**src/rtl/uc_pkg.sv**
```systemverilog
// Shared definitions for the IO-capable control unit.
//   - opcode encodings decoded by uc_pila_io
//   - next-PC select encodings driven on s_pc_sel
//   - control FSM state encoding
package uc_pkg;

  localparam logic [5:0] OP_LDI  = 6'b000100;  // 0001xx, low two bits are don't-care
  localparam logic [5:0] OP_CALL = 6'b001100;
  localparam logic [5:0] OP_RET  = 6'b001101;
  localparam logic [5:0] OP_IN   = 6'b010100;
  localparam logic [5:0] OP_OUT  = 6'b010101;
  localparam logic [5:0] OP_OUTI = 6'b010110;
  localparam logic [5:0] OP_JZ   = 6'b111100;
  localparam logic [5:0] OP_JNZ  = 6'b111101;
  localparam logic [5:0] OP_JR   = 6'b111110;
  localparam logic [5:0] OP_JMP  = 6'b111111;

  localparam logic [1:0] PCS_INC = 2'b00;
  localparam logic [1:0] PCS_ABS = 2'b01;
  localparam logic [1:0] PCS_REL = 2'b10;
  localparam logic [1:0] PCS_STK = 2'b11;

  typedef enum logic [1:0] {
    EXEC    = 2'b00,
    IO_WAIT = 2'b01,
    ERR     = 2'b10
  } uc_state_e;

  function automatic logic is_io_op(input logic [5:0] op);
    return (op == OP_IN) || (op == OP_OUT) || (op == OP_OUTI);
  endfunction

endpackage

```
**src/rtl/uc_pila.sv**
```systemverilog
// Return-address LIFO for CALL/RET.
// Ports:
//   clk, rst_n        clock, asynchronous active-low reset
//   push, pop         request strobes (never both in one cycle)
//   data_in [PCW]     value pushed on push
//   top [PCW]         entry[count-1], 0 when empty
//   full, empty       count == STACK_DEPTH / count == 0
// A push while full or a pop while empty is ignored, so stored entries
// are never disturbed by overflow/underflow.
module uc_pila #(
  parameter int PCW         = 10,
  parameter int STACK_DEPTH = 4
) (
  input  logic           clk,
  input  logic           rst_n,
  input  logic           push,
  input  logic           pop,
  input  logic [PCW-1:0] data_in,
  output logic [PCW-1:0] top,
  output logic           full,
  output logic           empty
);

  localparam int CW = $clog2(STACK_DEPTH + 1);

  logic [CW-1:0]  count_q, count_d;
  logic [PCW-1:0] entry_q [STACK_DEPTH];
  logic [PCW-1:0] entry_d [STACK_DEPTH];

  assign full  = (count_q == CW'(STACK_DEPTH));
  assign empty = (count_q == '0);

  always_comb begin
    count_d = count_q;
    for (int i = 0; i < STACK_DEPTH; i++) entry_d[i] = entry_q[i];
    if (push && !full) begin
      for (int i = 0; i < STACK_DEPTH; i++)
        if (count_q == CW'(i)) entry_d[i] = data_in;
      count_d = count_q + CW'(1);
    end else if (pop && !empty) begin
      count_d = count_q - CW'(1);
    end
  end

  // Loop-based select keeps the index width independent of CW.
  always_comb begin
    top = '0;
    for (int i = 0; i < STACK_DEPTH; i++)
      if (count_q == CW'(i + 1)) top = entry_q[i];
  end

  always_ff @(posedge clk or negedge rst_n) begin
    if (!rst_n) begin
      count_q <= '0;
      for (int i = 0; i < STACK_DEPTH; i++) entry_q[i] <= '0;
    end else begin
      count_q <= count_d;
      for (int i = 0; i < STACK_DEPTH; i++) entry_q[i] <= entry_d[i];
    end
  end

endmodule

```
**src/rtl/uc_pila_io.sv**
```systemverilog
// Control unit with return-address stack, IO handshake and IO timeout.
// Decodes the 6-bit opcode into datapath strobes; stalls the PC while an
// IO access waits for io_ack; a stack fault or IO timeout locks the unit
// in a sticky error state until reset.
// Ports:
//   clk, reset              clock, asynchronous active-low reset
//   z, opcode, pc_in        ALU zero flag, opcode, current PC
//   io_ack                  IO completion strobe
//   s_*                     datapath strobes (ALU op, regfile, IO, PC mux)
//   ret_addr                stack top
//   stack_full/stack_empty  stack status
//   s_err                   sticky error
//
// state   | meaning
// EXEC    | normal one-cycle execution, IO issued here
// IO_WAIT | IO request outstanding, PC stalled, timeout counting
// ERR     | stack fault or IO timeout; everything idle until reset
module uc_pila_io
  import uc_pkg::*;
#(
  parameter int PCW         = 10,
  parameter int STACK_DEPTH = 4,
  parameter int IO_TIMEOUT  = 16
) (
  input  logic           clk,
  input  logic           reset,
  input  logic           z,
  input  logic [5:0]     opcode,
  input  logic [PCW-1:0] pc_in,
  input  logic           io_ack,
  output logic [2:0]     s_op,
  output logic           s_inm_alu,
  output logic           s_we3,
  output logic           s_WA3,
  output logic           s_io_alu,
  output logic           s_inm_rd,
  output logic           s_io,
  output logic           s_io_enable,
  output logic [1:0]     s_pc_sel,
  output logic           s_pc_we,
  output logic [PCW-1:0] ret_addr,
  output logic           stack_full,
  output logic           stack_empty,
  output logic           s_err
);

  localparam int TW = (IO_TIMEOUT > 1) ? $clog2(IO_TIMEOUT + 1) : 1;

  uc_state_e     state_q, state_d;
  logic [TW-1:0] cnt_q, cnt_d;
  logic          push, pop;
  logic          io_op;

  uc_pila #(
    .PCW        (PCW),
    .STACK_DEPTH(STACK_DEPTH)
  ) u_pila (
    .clk    (clk),
    .rst_n  (reset),
    .push   (push),
    .pop    (pop),
    .data_in(pc_in + PCW'(1)),
    .top    (ret_addr),
    .full   (stack_full),
    .empty  (stack_empty)
  );

  assign io_op = is_io_op(opcode);
  assign s_err = (state_q == ERR);

  always_comb begin
    state_d     = state_q;
    cnt_d       = cnt_q;
    s_op        = '0;
    s_inm_alu   = 1'b0;
    s_we3       = 1'b0;
    s_WA3       = 1'b1;
    s_io_alu    = 1'b0;
    s_inm_rd    = 1'b0;
    s_io        = 1'b0;
    s_io_enable = 1'b0;
    s_pc_sel    = PCS_INC;
    s_pc_we     = 1'b0;
    push        = 1'b0;
    pop         = 1'b0;

    // IO strobes are the same in EXEC and IO_WAIT; the stalled PC keeps
    // the opcode stable while waiting.
    if (io_op && state_q != ERR) begin
      s_io_enable = 1'b1;
      s_io_alu    = 1'b1;
      s_WA3       = 1'b0;
      s_io        = (opcode != OP_IN);
      s_inm_rd    = (opcode == OP_OUTI);
    end

    case (state_q)
      EXEC: begin
        s_pc_we = 1'b1;
        cnt_d   = '0;
        if (!opcode[2]) begin
          s_op  = opcode[5:3];
          s_we3 = 1'b1;
        end else if (opcode[5:2] == OP_LDI[5:2]) begin
          s_inm_alu = 1'b1;
          s_we3     = 1'b1;
        end else begin
          case (opcode)
            OP_CALL: begin
              s_pc_sel = PCS_ABS;
              if (stack_full) begin
                s_pc_we = 1'b0;
                state_d = ERR;
              end else begin
                push = 1'b1;
              end
            end
            OP_RET: begin
              s_pc_sel = PCS_STK;
              if (stack_empty) begin
                s_pc_we = 1'b0;
                state_d = ERR;
              end else begin
                pop = 1'b1;
              end
            end
            OP_IN, OP_OUT, OP_OUTI: begin
              if (io_ack) begin
                s_we3 = (opcode == OP_IN);
              end else begin
                s_pc_we = 1'b0;
                state_d = IO_WAIT;
              end
            end
            OP_JZ:   s_pc_sel = z ? PCS_ABS : PCS_INC;
            OP_JNZ:  s_pc_sel = z ? PCS_INC : PCS_ABS;
            OP_JR:   s_pc_sel = PCS_REL;
            OP_JMP:  s_pc_sel = PCS_ABS;
            default: ;
          endcase
        end
      end

      IO_WAIT: begin
        if (!io_op) begin
          // Opcode changed under a stall: drop the access without writing.
          cnt_d   = '0;
          state_d = EXEC;
        end else if (io_ack) begin
          s_pc_we = 1'b1;
          s_we3   = (opcode == OP_IN);
          cnt_d   = '0;
          state_d = EXEC;
        end else if (IO_TIMEOUT != 0 && (int'(cnt_q) + 1) >= IO_TIMEOUT) begin
          cnt_d   = '0;
          state_d = ERR;
        end else begin
          cnt_d = cnt_q + TW'(1);
        end
      end

      ERR: begin
        s_pc_we = 1'b0;
      end

      default: state_d = ERR;
    endcase

    // Outputs are idle as soon as reset falls, including mid-IO_WAIT.
    if (!reset) begin
      s_op        = '0;
      s_inm_alu   = 1'b0;
      s_we3       = 1'b0;
      s_WA3       = 1'b1;
      s_io_alu    = 1'b0;
      s_inm_rd    = 1'b0;
      s_io        = 1'b0;
      s_io_enable = 1'b0;
      s_pc_sel    = PCS_INC;
      s_pc_we     = 1'b0;
      push        = 1'b0;
      pop         = 1'b0;
    end
  end

  always_ff @(posedge clk or negedge reset) begin
    if (!reset) begin
      state_q <= EXEC;
      cnt_q   <= '0;
    end else begin
      state_q <= state_d;
      cnt_q   <= cnt_d;
    end
  end

endmodule

```
**config.mk**
```make
export PLATFORM = sky130hd
export DESIGN_NAME = uc_pila_io
export DESIGN_NICKNAME = d
export VERILOG_FILES = /design/src/rtl/uc_pkg.sv /design/src/rtl/uc_pila.sv /design/src/rtl/uc_pila_io.sv
export SDC_FILE = /design/constraint.sdc
export NUM_CORES = 1
export LEC_CHECK = 0
export BUFFER_PORTS_ARGS = -buffer_cell sky130_fd_sc_hd__buf_2
export CORE_UTILIZATION = 51
export DETAILED_ROUTE_END_ITERATION = 16
export GPL_TIMING_DRIVEN = 0
export HOLD_SLACK_MARGIN = 0.03
export PLACE_DENSITY_LB_ADDON = 0.08
export SLEW_MARGIN = 20
export SYNTH_ARGS = -nofsm -noshare
export SYNTH_HDL_FRONTEND = slang
export SYNTH_SLANG_ARGS = --single-unit
```
**constraint.sdc**
```tcl
create_clock -name clk -period 1.7 [get_ports clk]
set_input_delay 0.17 -clock clk [delete_from_list [all_inputs] [get_ports clk]]
set_output_delay 0.17 -clock clk [all_outputs]
set_load 0.1 [all_outputs]
```
======== Word-level counts from Yosys, hierarchy flattened ========
Cells that the tools add are included.
storage, ports and cells
  input port bits ......................... 20
  logic and storage cells ................. 125
  register bits ........................... 50
cells by class
  equal/unequal tests ..................... 25
  magnitude comparators ................... 1
  muxes and demuxes ....................... 68
  reductions and logical operators ........ 18
  add/sub/neg operators ................... 5
  bitwise logic cells ..................... 1
operators with widths
  operator               number
  $mux 10                4
  $mux 1                 37
  $eq 6x6->1 const B     4
  $mux 2                 12
  $eq 6x5->1 const B     3
  $mux 3                 5
  $mux 5                 3
  $eq 6x4->1 const B     2
  $pmux 2 s3             2
  $add 10x1->10 const B  1
  $pmux 2 s5             1
  $pmux 5 s2             1
  $reduce_and 2->1       4
  $reduce_and 8->1       1
  $add 5x1->6 const B    1
  $eq 3x2->1 const B     2
  $ge 6x5->1 const B     1
  $ne 2x2->1 const B     3
  $ne 3x2->1 const B     2
  $ne 6x5->1 const B     1
  $add 5x1->5 const B    1
  $eq 4x1->1 const B     1
  $ne 4x2->1 const B     1
  $ne 4x4->1 const B     1
  18 further kinds       24

======== Longest topological paths before layout ========
  depth after elaboration ................. 10
  depth in mapped cells ................... 8
  gate-level depth less buffers ........... 7

======== Cells and area by module ========
A second synthesis with hierarchy kept.
second synthesis, totals
  cells, all modules ...................... 260
  area, all modules ....................... 2847.7 um2
modules (own cells, without submodules)
  module      cells each  area an instance (um2)  instances  sequential area each (um2)
  uc_pila     166         2073.2                  1          1076.0
  uc_pila_io  94          774.5                   1          175.2

======== Least setup slack after synthesis ========
Ideal clock, no wire load.
  path kind ............................... register to output
  from .................................... register state_q[1]
  to ...................................... output s_inm_rd
  arrival ................................. 4.484 ns
  required time ........................... 1.530 ns
  path slack .............................. -2.954 ns
  buffers on the path ..................... 1
  cell stages (with the launch flop) ...... 6
  path through ............................ dfrtp_1 > buf_2 > inv_1 > nor2_1 > nand3b_1 > nor3b_1
between the ends
  longest elaborated chain between the ends .. 4
ends and longest elaborated chain
  item                    line               text
  from (decl)             uc_pila_io.sv:49   uc_state_e state_q, state_d;
  from (signal assigned)  uc_pila_io.sv:191  state_q <= state_d;
  $ne 2x2->1              uc_pila_io.sv:89   if (io_op && state_q != ERR) begin
  $logic_and 1x1->1       uc_pila_io.sv:89
  $mux 1                  uc_pila_io.sv:89
  $mux 1                  uc_pila_io.sv:170  if (!reset) begin
  to (decl)               uc_pila_io.sv:36   output logic s_inm_rd,
No other way between the ends.

======== Worst setup path in the final report ========
  from .................................... register u_pila.count_q[2]
  to ...................................... output ret_addr[7]
between the ends
  longest elaborated chain between the ends .. 5
  elaborated cells between the ends (all ways) .. 8
  those cells by class .................... eq/ne (4); mux (4)
ends and longest elaborated chain
  item                    line              text
  from (decl)             uc_pila.sv:26     logic [CW-1:0] count_q, count_d;
  from (signal assigned)  uc_pila.sv:57     count_q <= count_d;
  $eq 3x1->1              uc_pila.sv:49     if (count_q == CW'(i + 1)) top = entry_q[i];
  $mux 10 (3 in series)   uc_pila.sv:49
  $mux 10 (*)             uc_pila.sv:49
  to (decl)               uc_pila_io.sv:41  output logic [PCW-1:0] ret_addr,
Every way passes the cells marked *; elsewhere a longest branch is shown, timed or not.

==> metrics.yaml <==
outcome:
  status: "complete, but fails checks"
  violations: "hold timing, setup timing"
setup_path:
  rr_worst_depth: 8
  crit_type: "register to primary output"
  end_kind: "primary output"
  rr_startpoint: "u_pila.count_q[2]$_DFFE_PN0P_"
  critical_path.cell_chain: "buf_8, inv_2, ha_4, a21boi_4, buf_8, a22oi_2, o21ai_4, buf_12"
  r2r_setup_slack_ns: -0.30
  crit_arrival_ns: 1.96
  critPathMaxFanout: 10
  cpMostUsedCell: "buf_8"
  critPathLaunchType: "register"
  critPathMaxStageDelay_ns: 0.41
  critPathLaunch: "u_pila.count_q[2]$_DFFE_PN0P_"
  timing.rr.end: "u_pila.entry_q[8]$_DFFE_PN0P_"
  cp_slowest_cell: "dfrtp_1"
  cp_data_required_time_ns: 1.53
synth:
  syn_area_sq_um: 2860
  synth.top_cell.area_share_pct: 43.8
  synth_edf_count: 0
  yosys_warnings: 0
  synth_top_cell_by_area: "dfrtp_1"
  yosysSeqAreaShare_pct: 43.8
  synth_most_common_cell: "dfrtp_1"
  synth_fp_nets: 319
  ys_types: 52
  synthTopCellsByArea: "dfrtp_1, a22oi_1, o21ai_0, nand2_1, a21oi_1"
  async_flop_share_pct: 100
  postSynthCellCount: 291
  synthFlopType: "dfrtp_1"
  yosys-top-cells-count: "dfrtp_1, o21ai_0, nand2_1"
  ys_ff_latch: 50
  avgSynthCellArea_sq_um: 9.82
clock_network:
  cts_htree_levels: 2
  cts_tree: "yes"
  clk_path_buf_depth: 2
  cts_sinks: 50
  cts_made_buffers: 5
  root_buffer: "clkbuf_8"
  insertion_delay_ns: 0.32
  clk_pin_slew_ns: 0.11
route:
  vias: 2957
  wl_um: 11000
  drtIter0Drc: 326
  firstDrtPassIters: 4
  ant_nets: 0
  drc: 0
  avgRoutedWirePerCell_um: 24.6
  via_per_inst: 6.59
global_route:
  grt.overflow.total: 0
  grt.total_usage_pct: 30.6
  grt_pass1_vias: 2701
  grt_max_degree: 54
  grt_first_pass_wirelength_um: 13900
  antenna_found_initial: 0
layout:
  layout.cells.non_filler: 449
  drive_gt1_share_pct: 59.4
  finalNetCount: 406
  antenna_cells: 0
  area_growth_pct: 65.7
sta:
  fin_crit_sh_pct: 125
  slew_headroom_pct: 54.2
  finalCriticalPeriod_ns: 2.13
  worst_pin_slew_ns: 0.683
  hold-worst-slack_ns: -0.229
  final_hold_viol_count: 50
  worst_slack_ns: -0.426
  skew_ns: 0.0145
  finalSetupViolCount: 64
  rsz0062_at_grt: "true"
  fmax_mhz: 470
  drv_slew: 0
floorplanning:
  coreArea_sq_um: 5240
  dieArea_sq_um: 5900
  start_util_pct: 54.5
  die_width_um: 76.8
  ios: 46
  rows: 26
  die_h_um: 76.8
power:
  finalPower_mw: 2.27
  power_density_nw_per_um2: 480
  leakage_nw: 1.98
  peakVddDrop_uv: 491
place:
  hpwlAfterDp_um: 4930
  dp_cells: 405
  gp_congestion: 0.857
  pre_cts_slack_ns: -0.628
  io_buffers: 44
job:
  drv_cap: 0
worst_hold_path:
  hp-class: "primary input to asynchronous set/reset pin"
==> worst max-delay path: cells and delay by family, from the launching register on <==
kind	cells	cell delay, ns
compound gates	3	0.43
fa+ha+maj	1	0.17
buf+inv	4	0.60
flops	1	0.41
==> timing repair <==
item                                   4_1_cts  5_1_grt
cloned                                       3        4
resized for setup                          137      106
buffers inserted                            25       10
pin swaps                                   16       24
endpoints found under the hold margin       50       50
setup endpoints to repair                   64       67
==> how the worst max path moves through the flow <==
stage / slack, ns / cells after the start / endpoint
2_1_floorplan: -1.65 / 5 / s_inm_rd
3_3_place_gp: -0.99 / 5 / s_pc_sel[1]
3_5_place_dp: -0.63 / 5 / s_pc_sel[1]
4_1_cts: -0.40 / 7 / ret_addr[1]
5_1_grt: -0.46 / 7 / ret_addr[7]
6_report: -0.43 / 8 / ret_addr[7]
==> sequential cells by signal, indices dropped and copies added, names as in the netlist <==
register	count
u_pila.entry_q	40
cnt_q	5
state_q	2
u_pila.count_q	3
==> per-stage QoR <==
step / area (sq um) / util (%) / TNS [ns]
4_1_cts: 4240 / 80.9 / -6.77
2_1_floorplan: 3130 / - / -8.81
3_3_place_gp: 3440 / 65.7 / -48.79
3_5_place_dp: 3440 / 65.7 / -28.68
6_report: 4730 / 90.3 / -11.52
5_1_grt: 4730 / 90.3 / -15.76
==> placed cells by master, fill, tap and decap left out, types with 4 or more instances in the layout <==
cell type,Yosys,routed
a22oi_2,0,15
nand2_1,27,20
dfrtp_1,50,47
xnor2_1,8,8
inv_1,10,4
buf_2,3,19
buf_8,0,7
buf_6,6,26
a21oi_2,2,13
o21ai_0,28,9
a21oi_1,20,7
nor2_4,0,14
and2_4,0,5
nor2_1,24,4
nand2_4,0,4
o21ai_2,0,7
buf_4,1,15
nand3_1,5,5
clkbuf_8,0,6
nor2_2,0,6
o21ai_4,0,10
buf_12,1,25
a22oi_1,20,5
==> cells by family (layout without fill, tap and decap cells) <==
group,count (synthesis),count (layout),share of synthesized area (%)
xor+xnor,11,11,3.37
fa+ha+maj,8,8,3.50
flops,50,50,43.8
compound gates,90,90,20.8
buf+inv,27,114,5.96
mux,7,7,2.67
simple gates,98,99,19.9
==> cell type report <==
class | count | area [sq um]
Multi-Input combinational cell | 215 | 2030
Sequential cell | 50 | 1250
Timing Repair Buffer | 82 | 1020
Fill cell | 194 | 505
Buffer | 14 | 178
Tap cell | 70 | 87.6
Clock buffer | 5 | 68.8
Inverter | 10 | 48.8
Clock inverter | 3 | 43.8
==> where the power goes <==
part           leakage, nW  internal [mW]  switching [mW]
Combinational         1.25         0.0562           0.137
Sequential           0.674           1.19        0.000340
Clock               0.0585          0.442           0.448
==> metal layers <==
| layer | GRT usage, % | routed length [um] | part of all wire, % | vias to the layer above |
|---|---|---|---|---|
| met4 | 11.7 | 410 | 3.7 | 0 |
| li1 | - | - | - | 1232 |
| met3 | 5.71 | 767 | 7.0 | 45 |
| met2 | 51.4 | 5530 | 50 | 178 |
| met1 | 38.8 | 4320 | 39 | 1502 |
| met5 | 0 | 0 | 0 | - |
Power figures use the tool's default switching activity.
